==> src/rtl/spill_sequencer.sv <==
// spill_sequencer
//   Turns the raw, asynchronous front-panel spill gate into clean strobes for
//   the cycle counter. The gate is synchronised and debounced, and spills that
//   are too short are rejected. Each accepted spill end produces one `cycle`
//   strobe, after which the block waits for `cnt_ready` or times out. Software
//   counter clears are sequenced so they never coincide with `cycle`.
//
// Ports
//   clk          in   system clock
//   reset        in   asynchronous active-high reset
//   gate_in      in   external spill gate (asynchronous to clk)
//   cnt_ready    in   handshake from the cycle counter
//   addr[7:0]    in   register bus address
//   read         in   read strobe (level; the rising edge is the event)
//   write        in   write strobe (level; the rising edge is the event)
//   wdata[7:0]   in   write data
//   cycle        out  one-clock strobe at a valid spill end
//   cnt_reset    out  one-clock clear strobe to the cycle counter
//   spill_active out  high while in SPILL
//   err          out  sticky cnt_ready timeout flag
//   rdata[7:0]   out  registered read data
//
// Register map (offsets from BASE_ADDR)
//   +0  status  {state[1:0], 2'b0, busy, err, spill_active, enable}
//   +1  control write: bit0 enable, bit1 counter clear, bit2 clear err
//               read : {7'b0, enable}
//   +2  len_copy[7:0]   (a read event here snapshots last_len)
//   +3  len_copy[15:8]
module spill_sequencer #(
    parameter int SYNC_STAGES = 2,
    parameter int DEB_LEN     = 16,
    parameter int MIN_SPILL   = 64,
    parameter int TIMEOUT     = 8,
    parameter int BASE_ADDR   = 14
) (
    input  logic       clk,
    input  logic       reset,
    input  logic       gate_in,
    input  logic       cnt_ready,
    input  logic [7:0] addr,
    input  logic       read,
    input  logic       write,
    input  logic [7:0] wdata,
    output logic       cycle,
    output logic       cnt_reset,
    output logic       spill_active,
    output logic       err,
    output logic [7:0] rdata
);

    typedef enum logic [1:0] {
        IDLE  = 2'd0,
        SPILL = 2'd1,
        PULSE = 2'd2,
        WAIT  = 2'd3
    } state_t;

    localparam logic [7:0]  ADDR_STAT = 8'(BASE_ADDR);
    localparam logic [7:0]  ADDR_CTRL = 8'(BASE_ADDR + 1);
    localparam logic [7:0]  ADDR_LENL = 8'(BASE_ADDR + 2);
    localparam logic [7:0]  ADDR_LENH = 8'(BASE_ADDR + 3);
    localparam logic [7:0]  DEB_LAST  = 8'(DEB_LEN - 1);
    localparam logic [15:0] MIN_LEN   = 16'(MIN_SPILL);
    localparam logic [7:0]  TMO       = 8'(TIMEOUT);

    function automatic logic [15:0] sat_inc16(input logic [15:0] v);
        return (v == 16'hFFFF) ? v : v + 16'd1;
    endfunction

    state_t                 state;
    logic [SYNC_STAGES-1:0] sync;
    logic                   acc;        // accepted (debounced) gate level
    logic [7:0]             deb_cnt;
    logic                   enable;
    logic                   clr_pend;   // counter clear deferred past a cycle strobe
    logic                   write_q;
    logic                   read_q;
    logic [15:0]            length;
    logic [15:0]            last_len;
    logic [15:0]            len_copy;
    logic [7:0]             timer;

    logic        gate_s;
    logic        flip;
    logic        acc_next;
    logic        fall;
    logic        wr_evt;
    logic        rd_evt;
    logic [15:0] len_inc;
    logic [7:0]  timer_inc;
    logic [7:0]  status;
    logic        unused_wdata;

    assign gate_s    = sync[SYNC_STAGES-1];
    // The FSM reacts to the accepted level in the same clock the debouncer flips it.
    assign flip      = (gate_s != acc) && (deb_cnt == DEB_LAST);
    assign acc_next  = flip ? gate_s : acc;
    assign fall      = flip && !gate_s;
    assign wr_evt    = write && !write_q && (addr == ADDR_CTRL);
    assign rd_evt    = read && !read_q && (addr == ADDR_LENL);
    assign len_inc   = sat_inc16(length);
    assign timer_inc = timer + 8'd1;
    assign status    = {state, 2'b00, (state != IDLE), err, spill_active, enable};
    assign unused_wdata = ^wdata[7:3];

    always_ff @(posedge clk or posedge reset) begin
        if (reset) begin
            state        <= IDLE;
            sync         <= '0;
            acc          <= 1'b0;
            deb_cnt      <= 8'd0;
            enable       <= 1'b0;
            clr_pend     <= 1'b0;
            write_q      <= 1'b0;
            read_q       <= 1'b0;
            length       <= 16'd0;
            last_len     <= 16'd0;
            len_copy     <= 16'd0;
            timer        <= 8'd0;
            cycle        <= 1'b0;
            cnt_reset    <= 1'b0;
            spill_active <= 1'b0;
            err          <= 1'b0;
            rdata        <= 8'd0;
        end else begin
            sync    <= {sync[SYNC_STAGES-2:0], gate_in};
            write_q <= write;
            read_q  <= read;

            if (gate_s == acc) begin
                deb_cnt <= 8'd0;
            end else if (flip) begin
                deb_cnt <= 8'd0;
                acc     <= gate_s;
            end else begin
                deb_cnt <= deb_cnt + 8'd1;
            end

            cycle     <= 1'b0;
            cnt_reset <= clr_pend;
            clr_pend  <= 1'b0;

            if (wr_evt) begin
                enable <= wdata[0];
                // cycle goes high on the clock after PULSE, so a clear requested
                // while in PULSE slips one clock to stay clear of it.
                if (wdata[1]) begin
                    if (state == PULSE) clr_pend  <= 1'b1;
                    else                cnt_reset <= 1'b1;
                end
                if (wdata[2]) err <= 1'b0;
            end

            case (state)
                IDLE: begin
                    if (acc_next && enable) begin
                        state        <= SPILL;
                        length       <= 16'd0;
                        spill_active <= 1'b1;
                    end
                end
                SPILL: begin
                    length <= len_inc;
                    if (!enable) begin
                        state        <= IDLE;
                        spill_active <= 1'b0;
                    end else if (fall) begin
                        spill_active <= 1'b0;
                        if (len_inc >= MIN_LEN) begin
                            last_len <= len_inc;
                            state    <= PULSE;
                        end else begin
                            state    <= IDLE;
                        end
                    end
                end
                PULSE: begin
                    cycle <= 1'b1;
                    timer <= 8'd0;
                    state <= WAIT;
                end
                WAIT: begin
                    if (cnt_ready) begin
                        state <= IDLE;
                    end else begin
                        timer <= timer_inc;
                        // Assigned after the software clear so a timeout wins.
                        if (timer_inc == TMO) begin
                            err   <= 1'b1;
                            state <= IDLE;
                        end
                    end
                end
                default: state <= IDLE;
            endcase

            if (rd_evt) len_copy <= last_len;

            case (addr)
                ADDR_STAT: rdata <= status;
                ADDR_CTRL: rdata <= {7'd0, enable};
                ADDR_LENL: rdata <= len_copy[7:0];
                ADDR_LENH: rdata <= len_copy[15:8];
                default:   rdata <= rdata;
            endcase
        end
    end

endmodule

==> config.mk <==
export PLATFORM = sky130hd
export DESIGN_NAME = spill_sequencer
export DESIGN_NICKNAME = d
export VERILOG_FILES = /design/src/rtl/spill_sequencer.sv
export SDC_FILE = /design/constraint.sdc
export NUM_CORES = 1
export LEC_CHECK = 0
export CAP_MARGIN = 20
export CORE_MARGIN = 4
export CORE_UTILIZATION = 30
export CTS_BUF_LIST = sky130_fd_sc_hd__clkbuf_4 sky130_fd_sc_hd__clkbuf_8 sky130_fd_sc_hd__clkbuf_16
export DETAILED_ROUTE_END_ITERATION = 12
export SETUP_SLACK_MARGIN = 0.02
export SYNTH_ARGS = -nofsm -noshare
export SYNTH_HDL_FRONTEND = slang
export SYNTH_SLANG_ARGS = --single-unit
export TNS_END_PERCENT = 30
==> constraint.sdc <==
create_clock -name clk -period 5.5 [get_ports clk]
set_input_delay 0.825 -clock clk [delete_from_list [all_inputs] [get_ports clk]]
set_output_delay 0.825 -clock clk [all_outputs]
set_load 0.05 [all_outputs]
# Word-level counts from Yosys, hierarchy flattened
# Index checks and enable logic that the tools add are counted.
# classes
addsub	3
n_lt_le_gt_ge	1
n_eq_ne	16
mux	31
reduce_logical	20
# ops
operator	count
$eq A8 B4 Y1 const B	4
$mux W16	2
$pmux W16 S2	1
$pmux W8 S4	1
$mux W8	3
$add A16 B1 Y16 const B	1
$add A8 B1 Y8 const B	2
$eq A16 B16 Y1 const B	1
$eq A8 B5 Y1 const B	2
$ge A16 B7 Y1 const B	1
$pmux W8 S2	1
$mux W1	15
$mux W2	6
$pmux W2 S4	1
$logic_and A1 B1 Y1	7
$ne A3 B3 Y1 const B	2
$reduce_and A3 Y1	2
$reduce_bool A2 Y1	3
$eq A2 B2 Y1 const B	2
$ne A2 B2 Y1 const B	2
$reduce_and A2 Y1	2
$reduce_and A4 Y1	1
$reduce_bool A4 Y1	1
$logic_not A1 Y1	3
5 further kinds	5
# totals
register_bits	85
in_bits	22
output_inout_bits	12
wordCells	88

# Longest topological paths before layout
# depth
ltp_word	7
mapped_depth	10
depth_no_buf	7

# Worst setup path after synthesis
# Ideal clock, no wire load.
# synth_path
path_kind	register to register
startpoint	reg length[0]
endpoint	reg last_len[1]
setup_time_ns	0.125
arrival_ns	2.626
required_time_ns	5.375
setup_slack_ns	2.749
stages_incl_launch_ff	11
n_path_buf	3
period_less_slack_ns	2.751
cell_sequence	dfrtp_1 ha_1 and3_1 clkbuf_1 and4_1 buf_2 or3_4 a211oi_4 a41oi_4 buf_6 mux2_4
# synth_via
elab_chain_cells	4
word_cells_on_any_way	5
classes_between	add/sub: 1; order compare: 1; eq/ne: 1; mux: 1; reduce/logical: 1
# synth_rtl
element	line_no	rtl
start, declared	78	logic [15:0] length;
start signal, assigned	163	length <= len_inc;
$add A16 B1 Y16 / $eq A16 B16 Y1 (equally long branches)	67	return (v == 16'hFFFF) ? v : v + 16'd1;
$mux W16 (*)	67	
$ge A16 B7 Y1	169	if (len_inc >= MIN_LEN) begin
$reduce_and A4 Y1 (no line)	n/a	
end signal, assigned	170	last_len <= len_inc;
end, declared	79	logic [15:0] last_len;
# Every way passes the cells marked *; elsewhere a longest branch is shown, timed or not.
# A chain may end at the register's enable or synchronous reset.

# Worst setup path in the final report
# Ends and elaborated chain as after synthesis.

==> summary.md <==
| Metric | Value |
|---|---|
| Post-CTS setup buffer count | 0 |
| Resize count post-CTS | 0 |
| Final Critical Period | 3147 ps |
| DIE AREA | 15900 µm² |
| Largest net degree at the start of global routing | 51 |
| Leak pwr | ~2.1 nW |
| Pre-antenna DRT Iters | 4 |
| Critical Path Source | length[0] |
| Post-synth net total | between 400 and 500 |
| Worst-Margin Slew | 890.3 ps |
| Cell count of the worst reg-to-reg path | 7 |
| Mapped Cells | 411 |
| Power Density | 272.9 nW/µm² |
| Register area | 2127 µm² |
| Clk pin slew, worst setup/hold paths | 70 ps |
| Worst EP arrival | 3360 ps |
| Insertion delay to the later sink of the worst-skew pair | 340 ps |
| Critical path depth | 7 |
| Share of cells above drive strength 1 | 12.09% |
| Post-synth ARST share | 100.0% |
| Crit share post-route | 57.22% |
| Vias | 3154 |
| Yosys reg bits | 85 |
| Vias in the first global route | 3171 |
| Sum Neg Setup Slack | 0 ps |
| Crit path to | last_len[1] |
| Cts bufs inserted | 9 |
| R2r setup slk | 2350 ps |
| Register area share after synthesis | 50.85% |
| Post-synth EDFFs | 0 |
| CP Cell Sequence | ha_1 -> nand3_1 -> nor4_1 -> mux2_2 -> a211oi_2 -> a41oi_4 -> mux2_4 |
| Post-CTS Hold Buffers | 0 |
| Initial drt markers | 291 |
| Utilization after layout | 36.51% |
| Die height | 126.1 µm |
| Design area | roughly 5000 µm² |
| GPL Wtd Cong | between 0.8 and 0.9 |
| Final ANT Viol Nets | 0 |
| First-pass GRT wire length | between 15 and 20 mm |
| GRT overflow | 0 |
| CTS root buffer | clkbuf_16 |
| Initial antenna violation count | 0 |
| Peak VDD IR | 0.1662 mV |
| Area of the multi-input gates | between 1500 and 2000 µm² |
| # rows | 42 |
| Worst setup SP type | flip-flop |
| Outcome | completed |
| Die span in x | 126.1 µm |
| Highest clock rate | 317.7 MHz |
| Synth Flop Type | dfrtp_1 |
| FILL cells | 1323 |
| Skew final | ~8.1 ps |
| Via density | around 5.2 |
| Final total power | about 1.3 mW |
| Post-synth cell types | between 40 and 50 |
| Max-cap violations | 0 |
| H-tree depth | 3 |
| Worst path bufs/invs | 0 |
| HP Class | flip-flop to flip-flop |
| Commonest non-fill, non-tap cell in the layout | dfrtp_1 |
| Most frequent cells in the layout | dfrtp_1 (85), nand2_1 (40), o21ai_0 (34) |
| Crit path max-delay cell type | dfrtp_1 |
| Hold Startpoint | sync[0] |
| Yosys warns | 0 |
| Clk sinks | 85 |
| DRC violations left | 0 |
| Wire length per cell | approximately 15 µm |
| CP endpoint kind | flip-flop |
| Largest delay share family, worst path | multiplexers |
| Final setup fails | 0 |
| WL final | 9.095 mm |
| Cell area after placement | 4582 µm² |
| Data required, critical path | 5720 ps |
| Mean Syn Cell Area | 10.18 µm² |
| RSZ-0062 raised after global routing | false |
| CP Max Fanout | 15 |
| GRT Overall Usage | a little under an eighth |
| Slowest stage delay, CP | 490 ps |
| Core area | around 13000 µm² |
| Final hold viol count | 0 |
| Number of top-level pins | 34 |
| Worst r2r src | length[0] |
| Hold_ws | 358.9 ps |
| Initial Util | 31.09% |
| Final HPWL DP | 6.231 mm |
| Input/output buffers | 28 |
| Kind of critical path | flip-flop to flip-flop |
| Area added between synthesis and finish | 17.44% |
| Worst R2R End | last_len[1] |
| Largest buffer count on any clock path | 2 |
| Final #Nets | 450 |
| Slew HR | between 40% and 50% |
| # diodes | 0 |
| CTS tree | built |
| Synth Cell Area | 4183 µm² |
| Slew Limit Fails | 0 |
[area by class of cell]
type                       instances  area share [%]
sequential                        85           43.30
multi-input combinational        284           38.23
timing repair buffer              31           6.164
clock buffer                       9           4.585
tap                              176           4.483
clock inverter                     7           2.140
inverter                          14           1.095
[cells in the mapped netlist (7+ instances only)]
library cell / n / area share, %
dfrtp_1: 85 / 51
nand2_1: 40 / 3.6
o21ai_0: 34 / 4.1
nor2_1: 26 / 2.3
nand3_1: 24 / 2.9
mux2_2: 21 / 5.7
clkbuf_1: 17 / 1.5
inv_1: 14 / 1.3
a21oi_1: 13 / 1.6
a22o_1: 9 / 1.9
a22oi_1: 9 / 1.6
a31oi_1: 9 / 1.3
xnor2_1: 9 / 1.9
buf_2: 7 / 0.84
nor3_1: 7 / 0.84
[stage by stage]
| stage | worst slack [ps] | std cells |
|---|---|---|
| floorplan | 2482 | 411 |
| global placement | 2278 | 589 |
| detailed placement | 2197 | 590 |
| CTS | 2357 | 606 |
| global route | 2131 | 606 |
| finish | 2353 | 606 |
[where the power goes]
| group | switching [mW] | internal, mW | total (mW) |
|---|---|---|---|
| Clock | 0.266 | 0.407 | 0.673 |
| Sequential | 0.00361 | 0.629 | 0.633 |
| Combinational | 0.0200 | 0.0147 | 0.0347 |
| Total | 0.290 | 1.05 | 1.34 |
[worst min path at each step]
stage	endpoint	depth (start not counted)
after floorplan	sync[1]	0
after global placement	sync[1]	0
after detailed placement	sync[1]	0
after CTS	sync[1]	0
after global routing	sync[1]	0
final	sync[1]	0
[sequential cells by signal, summed over array words and instances, names as in the netlist, named ones only]
signal and count:
cycle 1, sync 2, read_q 1, write_q 1, len_copy 16, rdata 8
acc 1, length 16, enable 1, cnt_reset 1, err 1, deb_cnt 8
timer 8, clr_pend 1, last_len 16, state 1, spill_active 1
[layer usage]
metal / vias up / GRT usage (%) / part of all wire, %
met3: 13 / 2.329 / 5.1
met2: 82 / 18.28 / 45
met5: - / 0 / 0
met1: 1542 / 16.50 / 49
met4: 0 / 4.795 / 1.6
li1: 1517 / - / -
[logic make-up after synthesis]
| logic type | count (synthesis) | share of synthesized area, % |
|---|---|---|
| compound gates | 103 | 16.84 |
| xor+xnor | 13 | 2.722 |
| fa+ha+maj | 3 | 0.8975 |
| buf+inv | 42 | 4.248 |
| flops | 85 | 50.85 |
| mux | 30 | 8.406 |
| simple gates | 135 | 16.03 |
Note: power is estimated with default switching activity, not from simulation.
